`src/rtl/uart_rx_pkg.sv`:
```
// rtl/uart_rx_pkg.sv - shared types and helpers for the UART receive monitor
package uart_rx_pkg;

  typedef enum logic [2:0] {
    IDLE,
    START,
    DATA,
    PARITY,
    STOP,
    BREAK
  } rx_state_e;

  // Rounded to the nearest integer so odd clock/baud ratios stay centred
  function automatic int clks_per_bit(input int clk_freq_hz, input int baud_rate);
    return (clk_freq_hz + baud_rate / 2) / baud_rate;
  endfunction

endpackage

```
`src/rtl/fifo_v3.sv`:
```
// rtl/fifo_v3.sv - synchronous FIFO with head-of-queue data output and occupancy count
module fifo_v3 #(
  parameter bit          FALL_THROUGH = 1'b0,
  parameter int unsigned DATA_WIDTH   = 32,
  parameter int unsigned DEPTH        = 8,
  parameter int unsigned ADDR_DEPTH   = (DEPTH > 1) ? $clog2(DEPTH) : 1
) (
  input  logic                  clk_i,
  input  logic                  rst_ni,
  input  logic                  flush_i,
  output logic                  full_o,
  output logic                  empty_o,
  output logic [ADDR_DEPTH-1:0] usage_o,
  input  logic [DATA_WIDTH-1:0] data_i,
  input  logic                  push_i,
  output logic [DATA_WIDTH-1:0] data_o,
  input  logic                  pop_i
);

  logic [ADDR_DEPTH-1:0] rd_ptr;
  logic [ADDR_DEPTH-1:0] wr_ptr;
  logic [ADDR_DEPTH:0]   status_cnt;
  logic [DATA_WIDTH-1:0] mem [DEPTH];
  logic                  stored_empty;
  logic                  do_push;
  logic                  do_pop;
  logic                  bypass;

  assign stored_empty = (status_cnt == '0);
  assign full_o       = (status_cnt == (ADDR_DEPTH+1)'(DEPTH));
  assign empty_o      = stored_empty & ~(FALL_THROUGH & push_i);
  assign usage_o      = status_cnt[ADDR_DEPTH-1:0];
  assign data_o       = (FALL_THROUGH && stored_empty) ? data_i : mem[rd_ptr];

  // A pop on a full FIFO frees the slot the simultaneous push lands in
  assign do_pop  = pop_i & ~empty_o;
  assign do_push = push_i & (~full_o | do_pop);
  assign bypass  = FALL_THROUGH & stored_empty & do_push & do_pop;

  always_ff @(posedge clk_i or negedge rst_ni) begin
    if (!rst_ni) begin
      rd_ptr     <= '0;
      wr_ptr     <= '0;
      status_cnt <= '0;
      for (int i = 0; i < int'(DEPTH); i++) mem[i] <= '0;
    end else if (flush_i) begin
      rd_ptr     <= '0;
      wr_ptr     <= '0;
      status_cnt <= '0;
    end else begin
      if (do_push && !bypass) begin
        mem[wr_ptr] <= data_i;
        wr_ptr      <= wr_ptr + 1'b1;
      end
      if (do_pop && !bypass) rd_ptr <= rd_ptr + 1'b1;
      if (do_push && !do_pop) status_cnt <= status_cnt + 1'b1;
      else if (do_pop && !do_push) status_cnt <= status_cnt - 1'b1;
    end
  end

endmodule

```
`src/rtl/uart_rx_monitor.sv`:
```
// rtl/uart_rx_monitor.sv - oversampling UART receiver feeding a byte FIFO with error flags
module uart_rx_monitor
  import uart_rx_pkg::*;
#(
  parameter int CLK_FREQ_HZ = 50000000,
  parameter int BAUD_RATE   = 115200,
  parameter int PARITY_EN   = 0,
  parameter int FIFO_DEPTH  = 16
) (
  input  logic                          clk_i,
  input  logic                          rst_i,
  input  logic                          rx_i,
  input  logic                          rx_en_i,
  output logic [7:0]                    data_o,
  output logic                          valid_o,
  input  logic                          ready_i,
  output logic                          frame_err_o,
  output logic                          parity_err_o,
  output logic                          overflow_o,
  output logic [$clog2(FIFO_DEPTH):0]   count_o
);

  localparam int CPB = clks_per_bit(CLK_FREQ_HZ, BAUD_RATE);
  localparam int CW  = $clog2(CPB + 1);
  localparam int AW  = $clog2(FIFO_DEPTH);
  localparam logic [CW-1:0] HALF_LAST = CW'(CPB / 2 - 1);
  localparam logic [CW-1:0] BIT_LAST  = CW'(CPB - 1);

  logic          rx_meta;
  logic          rxs;
  rx_state_e     state;
  logic [CW-1:0] cnt;
  logic [2:0]    bit_idx;
  logic [7:0]    shreg;
  logic          par_err_pend;
  logic          bit_done;
  logic          push;
  logic          fifo_full;
  logic          fifo_empty;
  logic [AW-1:0] fifo_usage;

  always_ff @(posedge clk_i or posedge rst_i) begin
    if (rst_i) begin
      rx_meta <= 1'b1;
      rxs     <= 1'b1;
    end else begin
      rx_meta <= rx_i;
      rxs     <= rx_meta;
    end
  end

  assign bit_done = (cnt == BIT_LAST);

  always_ff @(posedge clk_i or posedge rst_i) begin
    if (rst_i) begin
      state        <= IDLE;
      cnt          <= '0;
      bit_idx      <= '0;
      shreg        <= '0;
      par_err_pend <= 1'b0;
      frame_err_o  <= 1'b0;
      parity_err_o <= 1'b0;
    end else begin
      frame_err_o  <= 1'b0;
      parity_err_o <= 1'b0;
      if (!rx_en_i) begin
        state <= IDLE;
        cnt   <= '0;
      end else begin
        case (state)
          IDLE: begin
            cnt <= '0;
            if (!rxs) state <= START;
          end
          START: begin
            if (cnt == HALF_LAST) begin
              cnt <= '0;
              if (rxs) begin
                state <= IDLE;
              end else begin
                state        <= DATA;
                bit_idx      <= '0;
                par_err_pend <= 1'b0;
              end
            end else begin
              cnt <= cnt + 1'b1;
            end
          end
          DATA: begin
            if (bit_done) begin
              cnt     <= '0;
              shreg   <= {rxs, shreg[7:1]};
              bit_idx <= bit_idx + 1'b1;
              if (bit_idx == 3'd7) state <= (PARITY_EN != 0) ? PARITY : STOP;
            end else begin
              cnt <= cnt + 1'b1;
            end
          end
          PARITY: begin
            if (bit_done) begin
              cnt          <= '0;
              par_err_pend <= (rxs != ^shreg);
              state        <= STOP;
            end else begin
              cnt <= cnt + 1'b1;
            end
          end
          STOP: begin
            if (bit_done) begin
              cnt <= '0;
              if (!rxs) begin
                frame_err_o <= 1'b1;
                state       <= BREAK;
              end else begin
                parity_err_o <= par_err_pend;
                state        <= IDLE;
              end
            end else begin
              cnt <= cnt + 1'b1;
            end
          end
          BREAK: begin
            cnt <= '0;
            if (rxs) state <= IDLE;
          end
          default: state <= IDLE;
        endcase
      end
    end
  end

  // Pushed on the stop-sample edge itself so valid_o rises the following cycle
  assign push = rx_en_i && (state == STOP) && bit_done && rxs && !par_err_pend;

  always_ff @(posedge clk_i or posedge rst_i) begin
    if (rst_i) overflow_o <= 1'b0;
    else if (push && fifo_full && !ready_i) overflow_o <= 1'b1;
  end

  fifo_v3 #(
    .FALL_THROUGH (1'b0),
    .DATA_WIDTH   (8),
    .DEPTH        (FIFO_DEPTH)
  ) u_fifo (
    .clk_i   (clk_i),
    .rst_ni  (~rst_i),
    .flush_i (1'b0),
    .full_o  (fifo_full),
    .empty_o (fifo_empty),
    .usage_o (fifo_usage),
    .data_i  (shreg),
    .push_i  (push),
    .data_o  (data_o),
    .pop_i   (ready_i)
  );

  assign valid_o = ~fifo_empty;
  assign count_o = {fifo_full, fifo_usage};

endmodule

```
`config.mk`:
```
export PLATFORM = sky130hd
export DESIGN_NAME = uart_rx_monitor
export DESIGN_NICKNAME = d
export VERILOG_FILES = /design/src/rtl/uart_rx_pkg.sv /design/src/rtl/fifo_v3.sv /design/src/rtl/uart_rx_monitor.sv
export SDC_FILE = /design/constraint.sdc
export NUM_CORES = 1
export LEC_CHECK = 0
export CORE_MARGIN = 4
export CORE_UTILIZATION = 40
export CTS_BUF_LIST = sky130_fd_sc_hd__clkbuf_8
export DETAILED_ROUTE_END_ITERATION = 8
export SLEW_MARGIN = 20
export SYNTH_ARGS = -nofsm -noshare
export SYNTH_HDL_FRONTEND = slang
export SYNTH_HIERARCHICAL = 1
export SYNTH_SLANG_ARGS = --single-unit
```
`constraint.sdc`:
```
create_clock -name clk_i -period 7 [get_ports clk_i]
set_input_delay 1.4 -clock clk_i [delete_from_list [all_inputs] [get_ports clk_i]]
set_output_delay 1.4 -clock clk_i [all_outputs]
set_load 0.03 [all_outputs]
```
==> flow_summary.json, run 1 <==
{
  "cts_setup_buffers": 0,
  "skew_ns": 0.0116,
  "holdBufCountCts": 0,
  "drive_gt1_frac": 0.349,
  "grt_overflow": 0,
  "async_reset_ff_frac": 1.00,
  "required_ns": 5.60,
  "period_share": 0.668,
  "synth_cells": 619,
  "yosysTopAreaCellShare": 0.503,
  "cp-start-kind": "register",
  "ys_top_cells_by_area": "dfrtp_1, mux2_2, mux4_2",
  "place_congestion": 0.811,
  "clk_pin_slew_ns": 0.09,
  "worst_setup_path_end_kind": "output pin",
  "dp_hpwl_um": 11800,
  "rsz0062_at_grt": "false",
  "ios": 22,
  "rows": 52,
  "synth_edf_count": 0,
  "start_util": 0.410,
  "fin_area_um2": 9230,
  "finalCriticalPeriod_ns": 4.67,
  "cts_max_path_buffers": 2,
  "root_buffer": "clkbuf_8",
  "htree_levels": 4,
  "route.detailed.drc": 0,
  "synth_top_flop_cell": "dfrtp_1",
  "yosys_warnings": 6,
  "diodes": 0,
  "syn_area_um2": 8350,
  "tns_ns": 0,
  "dieArea_um2": 23300,
  "setup_viol": 0,
  "ir_drop_mv": 0.126,
  "via_per_inst": 5.55,
  "dpl_cell_area_um2": 8750,
  "drv_cap": 0,
  "synth.largest_area_cell": "dfrtp_1",
  "synth.distinct_cells": 63,
  "yosys-top-cells-count": "dfrtp_1, mux2_2, nor2_1, mux4_2, nand2_1",
  "fmax_ghz": 0.214,
  "wl_per_cell_um": 20.0,
  "clkSinkCount": 170,
  "die_w_um": 152,
  "synth-seq-cells": 170,
  "final_cells": 909,
  "die_y_um": 152,
  "worstPathArrival_ns": 3.27,
  "tightest_slew_ns": 0.983,
  "power.density_nw_per_um2": 235,
  "vias": 5048,
  "grt_pass1_vias": 5372,
  "crit_path_max_fanout": 25,
  "clk_latency_ns": 0.45,
  "slew_violations": 0,
  "dpl.cell_count": 877,
  "first_pass_iters": 4,
  "area_delta_synth_final_pct": 10.5,
  "synth-seq-area-share": 0.510,
  "grt_pass1_wl_um": 30000,
  "max_slew_margin": 0.342,
  "yosysMostFrequentCell": "dfrtp_1",
  "holdCritPathClass": "register to register",
  "postRouteAntennaNets": 0,
  "antenna_found_initial": 0,
  "port-buffer-count": 21,
  "critPathKind": "register to output pin",
  "drtIter0Drc": 285,
  "fin_nets": 646,
  "report.final.hold_viol_count": 0,
  "cts_tree": "built",
  "fillCellCount": 1794,
  "status": "complete, no violations",
  "grt_usage": 0.162,
  "avgSynthCellArea_um2": 13.5,
  "ctsResizeCount": 0,
  "cts_made_buffers": 17,
  "core-area_um2": 20400,
  "wirelength_um": 18200,
  "leakage_nw": 4.23,
  "grt_max_degree": 111
}
[metrics by stage]
stage / hold slack (ns) / worst slack [ns] / utilization / power (mW)
floorplan: 0.345 / 1.00 / - / 1.31
global placement: 0.347 / 2.27 / 0.430 / 1.37
detailed placement: 0.352 / 2.21 / 0.430 / 1.38
CTS: 0.371 / 2.26 / 0.453 / 2.21
global route: 0.375 / 2.11 / 0.453 / 2.28
finish: 0.367 / 2.33 / 0.453 / 2.17
[state kept, by name, indices dropped and copies added, names as in the netlist]
signal	flops
bit_idx	3
cnt	9
frame_err_o	1
overflow_o	1
par_err_pend	1
parity_err_o	1
rx_meta	1
rxs	1
shreg	8
state	3
u_fifo/mem	128
u_fifo/rd_ptr	4
u_fifo/status_cnt	5
u_fifo/wr_ptr	4
[routing by layer]
layer  up-vias  GRT usage  part of all wire
met1      2673      0.217              0.45
met3        11     0.0366             0.035
met2        87      0.277              0.50
li1       2277          -                 -
met5         -          0                 0
met4         0     0.0301            0.0073
[logic make-up (layout without fill, tap and decap cells)]
logic type      Yosys count  count (layout)  share of synthesized area
flops                   170             170                      0.510
mux                     173             173                      0.276
compound gates           67              67                     0.0598
simple gates            115             115                     0.0781
xor+xnor                 19              19                     0.0216
buf+inv                  59              74                     0.0310
other cells               1               6                   0.000449
fa+ha+maj                15              15                     0.0234
[final timing paths]
| check | start | depth (start not counted) | slack (ns) | to |
|---|---|---|---|---|
| max | u_fifo/rd_ptr[0] | 5 | 2.33 | data_o[0] |
| min | rx_meta | 0 | 0.37 | rxs |
| max reg2reg | cnt[1] | 9 | 3.19 | u_fifo/mem[45] |
| min reg2reg | rx_meta | 0 | 0.37 | rxs |
| max in group asynchronous | rst_i | 3 | 4.27 | u_fifo/mem[7] |
| min in group asynchronous | rst_i | 2 | 1.48 | cnt[5] |
[cell usage in the layout (no fill, tap or decap), drive strengths merged, types with 4 or more instances in the layout]
| cell | instances |
|---|---|
| dfrtp | 168 |
| mux2 | 138 |
| nor2 | 33 |
| mux4 | 32 |
| nand2 | 25 |
| clkdlybuf4s50 | 21 |
| inv | 21 |
| clkbuf | 18 |
| a22oi | 17 |
| ha | 14 |
| nand3 | 14 |
| xor2 | 10 |
| o211ai | 9 |
| o21ai | 9 |
| xnor2 | 8 |
| and3 | 7 |
| nand4 | 7 |
| nor2b | 6 |
| a21oi | 6 |
| bufinv | 6 |
| conb | 6 |
| nand2b | 5 |
| nor4 | 4 |
[critical path: stages, from the launching register on]
cell,delay [ns]
dfrtp_2,0.59
buf_4,0.55
mux4_2,0.58
a22oi_1,0.35
nand2_1,0.13
clkdlybuf4s50_1,0.61
[cell type report]
cell class | instances | area, µm² | share of cell area
inverters | 18 | 75.1 | 0.00813
clock buffers | 18 | 248 | 0.0268
multi-input cells | 395 | 3850 | 0.417
repair buffers | 24 | 233 | 0.0252
flip-flops and latches | 170 | 4260 | 0.461
clock inverters | 14 | 226 | 0.0245
well taps | 270 | 338 | 0.0366
[power breakdown]
part / leakage (nW) / total (mW) / switching (mW) / internal (mW)
clock network: 0.241 / 0.820 / 0.354 / 0.467
logic: 1.63 / 0.316 / 0.187 / 0.129
registers: 2.35 / 1.04 / 0.0382 / 0.999
Note: power is estimated with default switching activity, not from simulation.
==> run 2: changes to the inputs <==
- clock period: 7 -> 3.9 ns (I/O delays scaled with it)
==> run 2 against run 1 <==
  * Die area unchanged
  * Clock skew is 0.0012 ns higher
  * Sequential power up 79%
  * Sequential share of layout area fell by 0.62 points
  * Sequential cell count unchanged
  * Worst hold slack worse by 0.0091 ns
  * Via count increased by 1.2%
  * Wire length is 0.61% higher
  * Combinational power rose by 99%
  * Cell count increased by 1.9%
  * Register-to-register slack lost 2.6 ns
  * Largest power group unchanged
==> flow_summary.json, run 2 (same netlist as run 1, synthesis figures left out) <==
{
  "fin_nets": 665,
  "htree_levels": 4,
  "mostFrequentLayoutCells": "dfrtp_1, mux2_2, nor2_1",
  "root_buffer": "clkbuf_8",
  "clk_latency_ns": 0.46,
  "cts_max_path_buffers": 2,
  "port-buffer-count": 21,
  "largest_register": "u_fifo/mem",
  "leakage_nw": 4.31,
  "max_slew_margin": 0.495,
  "report.final.hold_viol_count": 0,
  "tightest_slew_ns": 0.758,
  "drtIter0Drc": 306,
  "core-area_um2": 20400,
  "holdBufCountCts": 0,
  "route.detailed.drc": 0,
  "fmax_ghz": 0.278,
  "grt_overflow": 0,
  "fin_area_um2": 9360,
  "cp-start-kind": "register",
  "diodes": 0,
  "grt_pass1_vias": 5361,
  "place_congestion": 0.839,
  "ir_drop_mv": 0.205,
  "slew_violations": 0,
  "wirelength_um": 18300,
  "clkSinkCount": 170,
  "layout_commonest_cell": "dfrtp_1",
  "power.density_nw_per_um2": 404,
  "cts_setup_buffers": 0,
  "cts_made_buffers": 17,
  "die_w_um": 152,
  "postRouteAntennaNets": 0,
  "drive_gt1_frac": 0.366,
  "ios": 22,
  "holdCritPathClass": "register to register",
  "required_ns": 3.12,
  "area_delta_synth_final_pct": 12.1,
  "critPathKind": "register to output pin",
  "reg.largest.list": "u_fifo/mem (128), cnt (9), shreg (8)",
  "tns_ns": 0,
  "grt_max_degree": 105,
  "grt_usage": 0.165,
  "setup_viol": 0,
  "drv_cap": 0,
  "rsz0062_at_grt": "false",
  "dp_hpwl_um": 12200,
  "start_util": 0.410,
  "worstPathArrival_ns": 2.81,
  "dpl_cell_area_um2": 8950,
  "die_y_um": 152,
  "status": "complete, no violations",
  "skew_ns": 0.0128,
  "worst_setup_path_end_kind": "output pin",
  "vias": 5108,
  "clk_pin_slew_ns": 0.09,
  "dieArea_um2": 23300,
  "largest_reg_flops": 128,
  "antenna_found_initial": 0,
  "ctsResizeCount": 0,
  "rows": 52,
  "wl_per_cell_um": 19.7,
  "first_pass_iters": 4,
  "finalCriticalPeriod_ns": 3.59,
  "via_per_inst": 5.52,
  "period_share": 0.921,
  "cts_tree": "built",
  "crit_path_max_fanout": 14,
  "grt_pass1_wl_um": 30100
}
-- run 2: cell types whose count changed in the layout (fill, tap and decap cells not counted), moves of 3 or more --
cell,delta
buf_4,+15
buf_12,+4
bufinv_16,-3
clkbuf_8,+3
-- run 2: area by class of cell --
type                    instances  area [µm²]
fillers                      1814       11000
flip-flops and latches        170        4260
multi-input cells             395        3850
repair buffers                 43         425
well taps                     270         338
clock buffers                  21         289
clock inverters                 9         123
inverters                      18        71.3
-- run 2: path summary, 6_finish.rpt --
check	from	endpoint	slack [ns]	cells after the start
max in group asynchronous	rst_i	u_fifo/mem[31]	2.27	3
worst max-delay path	u_fifo/rd_ptr[0]	data_o[7]	0.31	5
min in group asynchronous	rst_i	u_fifo/status_cnt[0]	0.70	2
worst min-delay path	rx_meta	rxs	0.36	0
worst min register to register	rx_meta	rxs	0.36	0
worst max register to register	cnt[1]	u_fifo/status_cnt[4]	0.56	12
-- run 2: metal layers --
| layer | vias to the layer above | routed length (µm) | GRT usage |
|---|---|---|---|
| li1 | 2311 | - | - |
| met1 | 2712 | 8440 | 0.229 |
| met3 | 15 | 589 | 0.0383 |
| met5 | - | 0 | 0 |
| met2 | 70 | 9070 | 0.268 |
| met4 | 0 | 189 | 0.0382 |
-- run 2: per-stage QoR --
stage                     utilization  setup slack, ns  instances  hold WS [ns]  power [mW]
final                           0.460            0.309        926         0.358        3.78
after global routing            0.460            0.133        926         0.364        3.98
after CTS                       0.460            0.250        926         0.359        3.84
after detailed placement        0.439            0.331        896         0.347        2.53
after global placement          0.439            0.416        896         0.350        2.52
after floorplan                     -            0.759        624         0.345        2.35
-- run 2: critical path, stage by stage (launching register included) --
cell,delay (ns)
dfrtp_2,0.56
buf_12,0.22
mux4_2,0.57
a22oi_1,0.26
nand2_1,0.13
clkdlybuf4s50_1,0.61
-- run 2: where the power goes --
group	switching [mW]	internal (mW)	leakage, nW
Clock	0.608	0.688	0.212
Combinational	0.351	0.277	1.74
Sequential	0.0653	1.79	2.35
==> run 3: changes to the inputs <==
- ABC_AREA: default -> 1
==> run 3 against run 2 <==
  * Clock power down 4%
  * Critical path depth up 2
  * Synthesized cell count is 87% higher
  * Non-clock buffer count is 7 lower
  * Die area is 6.6% higher
  * Critical path type unchanged
  * Critical endpoint is now data_o[4]
==> flow_summary.json, run 3 <==
{
  "drtIter0Drc": 556,
  "mostFrequentLayoutCells": "nand2_1, dfrtp_1, nor2_1",
  "antenna_found_initial": 0,
  "yosys-top-cells-count": "nand2_1, dfrtp_1, nor2_1, o21ai_0, nand3_1",
  "drv_cap": 0,
  "async_reset_ff_frac": 1.00,
  "grt_max_degree": 47,
  "synth_adder_area_share": 0.0219,
  "clk_pin_slew_ns": 0.09,
  "slew_violations": 0,
  "cts_made_buffers": 17,
  "required_ns": 3.12,
  "syn_area_um2": 8930,
  "ys_top_cells_by_area": "dfrtp_1, nand2_1, nor2_1",
  "dp_hpwl_um": 15100,
  "utilization": 0.446,
  "status": "complete, no violations",
  "ir_drop_mv": 0.277,
  "finalCriticalPeriod_ns": 3.55,
  "start_util": 0.408,
  "synth-compound-area-share": 0.0891,
  "diodes": 0,
  "dpl_cell_area_um2": 9380,
  "synth_top_flop_cell": "dfrtp_1",
  "synth.distinct_cells": 42,
  "cp-start-kind": "register",
  "postRouteAntennaNets": 0,
  "synth_edf_count": 0,
  "vias": 7331,
  "worstPathArrival_ns": 2.77,
  "grt_pass1_vias": 7017,
  "largest_register": "u_fifo/mem",
  "die_y_um": 157,
  "power.density_nw_per_um2": 349,
  "rsz0062_at_grt": "false",
  "reg.largest.list": "u_fifo/mem (128), cnt (9), shreg (8)",
  "clkSinkCount": 170,
  "wirelength_um": 22900,
  "area_delta_synth_final_pct": 9.39,
  "synth-simple-area-share": 0.346,
  "internal-power_mw": 2.50,
  "dpl.cell_count": 1423,
  "synth.largest_area_cell": "dfrtp_1",
  "setup_viol": 0,
  "yosys_warnings": 6,
  "route.detailed.drc": 0,
  "fmax_ghz": 0.282,
  "synth-seq-cells": 170,
  "cts_max_path_buffers": 2,
  "muxShareOfSynthArea": 0.00238,
  "yosysMostFrequentCell": "nand2_1",
  "via_per_inst": 5.04,
  "wl_per_cell_um": 15.7,
  "grt_usage": 0.194,
  "tightest_slew_ns": 0.963,
  "grt_overflow": 0,
  "switching_share": 0.268,
  "clkPwrFrac": 0.365,
  "synth_cells": 1160,
  "htree_levels": 4,
  "first_pass_iters": 5,
  "synth-seq-area-share": 0.477,
  "avgSynthCellArea_um2": 7.70,
  "switchingPower_mw": 0.916,
  "yosysTopAreaCellShare": 0.471,
  "rows": 54,
  "port-buffer-count": 21,
  "skew_ns": 0.0133,
  "leakage_nw": 5.17,
  "holdBufCountCts": 0,
  "synth_xor_area_frac": 0.00784,
  "hold_slack_ns": 0.361,
  "ios": 22,
  "fin_nets": 1182,
  "tns_ns": 0,
  "fillCellCount": 2212,
  "root_buffer": "clkbuf_8",
  "fin_area_um2": 9770,
  "dieArea_um2": 24800,
  "final_cells": 1454,
  "worst_setup_path_end_kind": "output pin",
  "clk_latency_ns": 0.46,
  "layout_commonest_cell": "nand2_1",
  "holdCritPathClass": "register to register",
  "core-area_um2": 21900,
  "die_w_um": 157,
  "period_share": 0.910,
  "synth_top_family_by_area": "simple AND/OR/NAND/NOR gates",
  "grt_pass1_wl_um": 38100,
  "report.final.hold_viol_count": 0,
  "drive_gt1_frac": 0.0886,
  "cts_tree": "built",
  "power_frac_seq": 0.537,
  "p_comb_frac": 0.099,
  "largest_reg_flops": 128,
  "crit_path_max_fanout": 46,
  "place_congestion": 0.816,
  "critPathKind": "register to output pin",
  "max_slew_margin": 0.358
}
-- run 3: cell families after synthesis --
logic type                 after synthesis
xor gates and xnor gates                 8
other                                    1
adders and majority gates               15
AOI/OAI and AO/OA                      137
buffers and inverters                  115
muxes                                    2
DFF                                    170
and+or+nand+nor                        712
-- run 3: worst paths after layout --
path,slack (ns),cells after the start,from,endpoint
max,0.35,7,u_fifo/rd_ptr[1],data_o[4]
min,0.36,0,rx_meta,rxs
max reg2reg,0.87,18,cnt[1],u_fifo/status_cnt[4]
min reg2reg,0.36,0,rx_meta,rxs
max in group asynchronous,2.23,3,rst_i,u_fifo/mem[88]
min in group asynchronous,0.87,2,rst_i,u_fifo/mem[81]
-- run 3: area by class of cell --
type                       count  area, µm²  area share
sequential                   170       4260       0.436
multi-input combinational    879       4190       0.429
timing repair buffer          36        358      0.0366
tap                          280        350      0.0359
clock buffer                  19        262      0.0268
inverter                      58        221      0.0227
clock inverter                12        125      0.0128
-- run 3: what timing repair did --
| action | in CTS | in global routing |
|---|---|---|
| resized for setup | 0 | 1 |
| endpoints found under the setup margin | 0 | 1 |
| setup buffers | 0 | 0 |
-- run 3: power by group through the flow --
stage | clock network [mW] | logic [mW] | registers (mW)
after CTS | 1.28 | 0.344 | 1.83
after floorplan | 0 | 0.274 | 1.86
after global placement | 0 | 0.341 | 1.87
final | 1.25 | 0.337 | 1.83
after global routing | 1.36 | 0.390 | 1.84
after detailed placement | 0 | 0.344 | 1.87
-- run 3: stage by stage --
step / power, mW / setup WS (ns)
floorplan: 2.13 / 0.953
global placement: 2.21 / 0.536
detailed placement: 2.21 / 0.511
CTS: 3.46 / 0.113
global route: 3.59 / 0.211
finish: 3.41 / 0.349
-- run 3: critical path, cell delays in order (launching register included) --
cell	delay, ns
dfrtp_4	0.70
buf_4	0.26
nor2_1	0.09
o21ai_0	0.11
o211ai_1	0.20
nand3_1	0.17
nand2_1	0.10
clkdlybuf4s50_1	0.67
-- run 3: per-layer routing --
layer  routed length, µm  vias to the layer above  share of wire  global-route usage
met5                   0                        -              0                   0
met4                 236                        0          0.010              0.0393
met3                1100                       15          0.048              0.0335
met2               10800                      154           0.47               0.317
met1               10700                     3492           0.47               0.273
li1                    -                     3670              -                   -
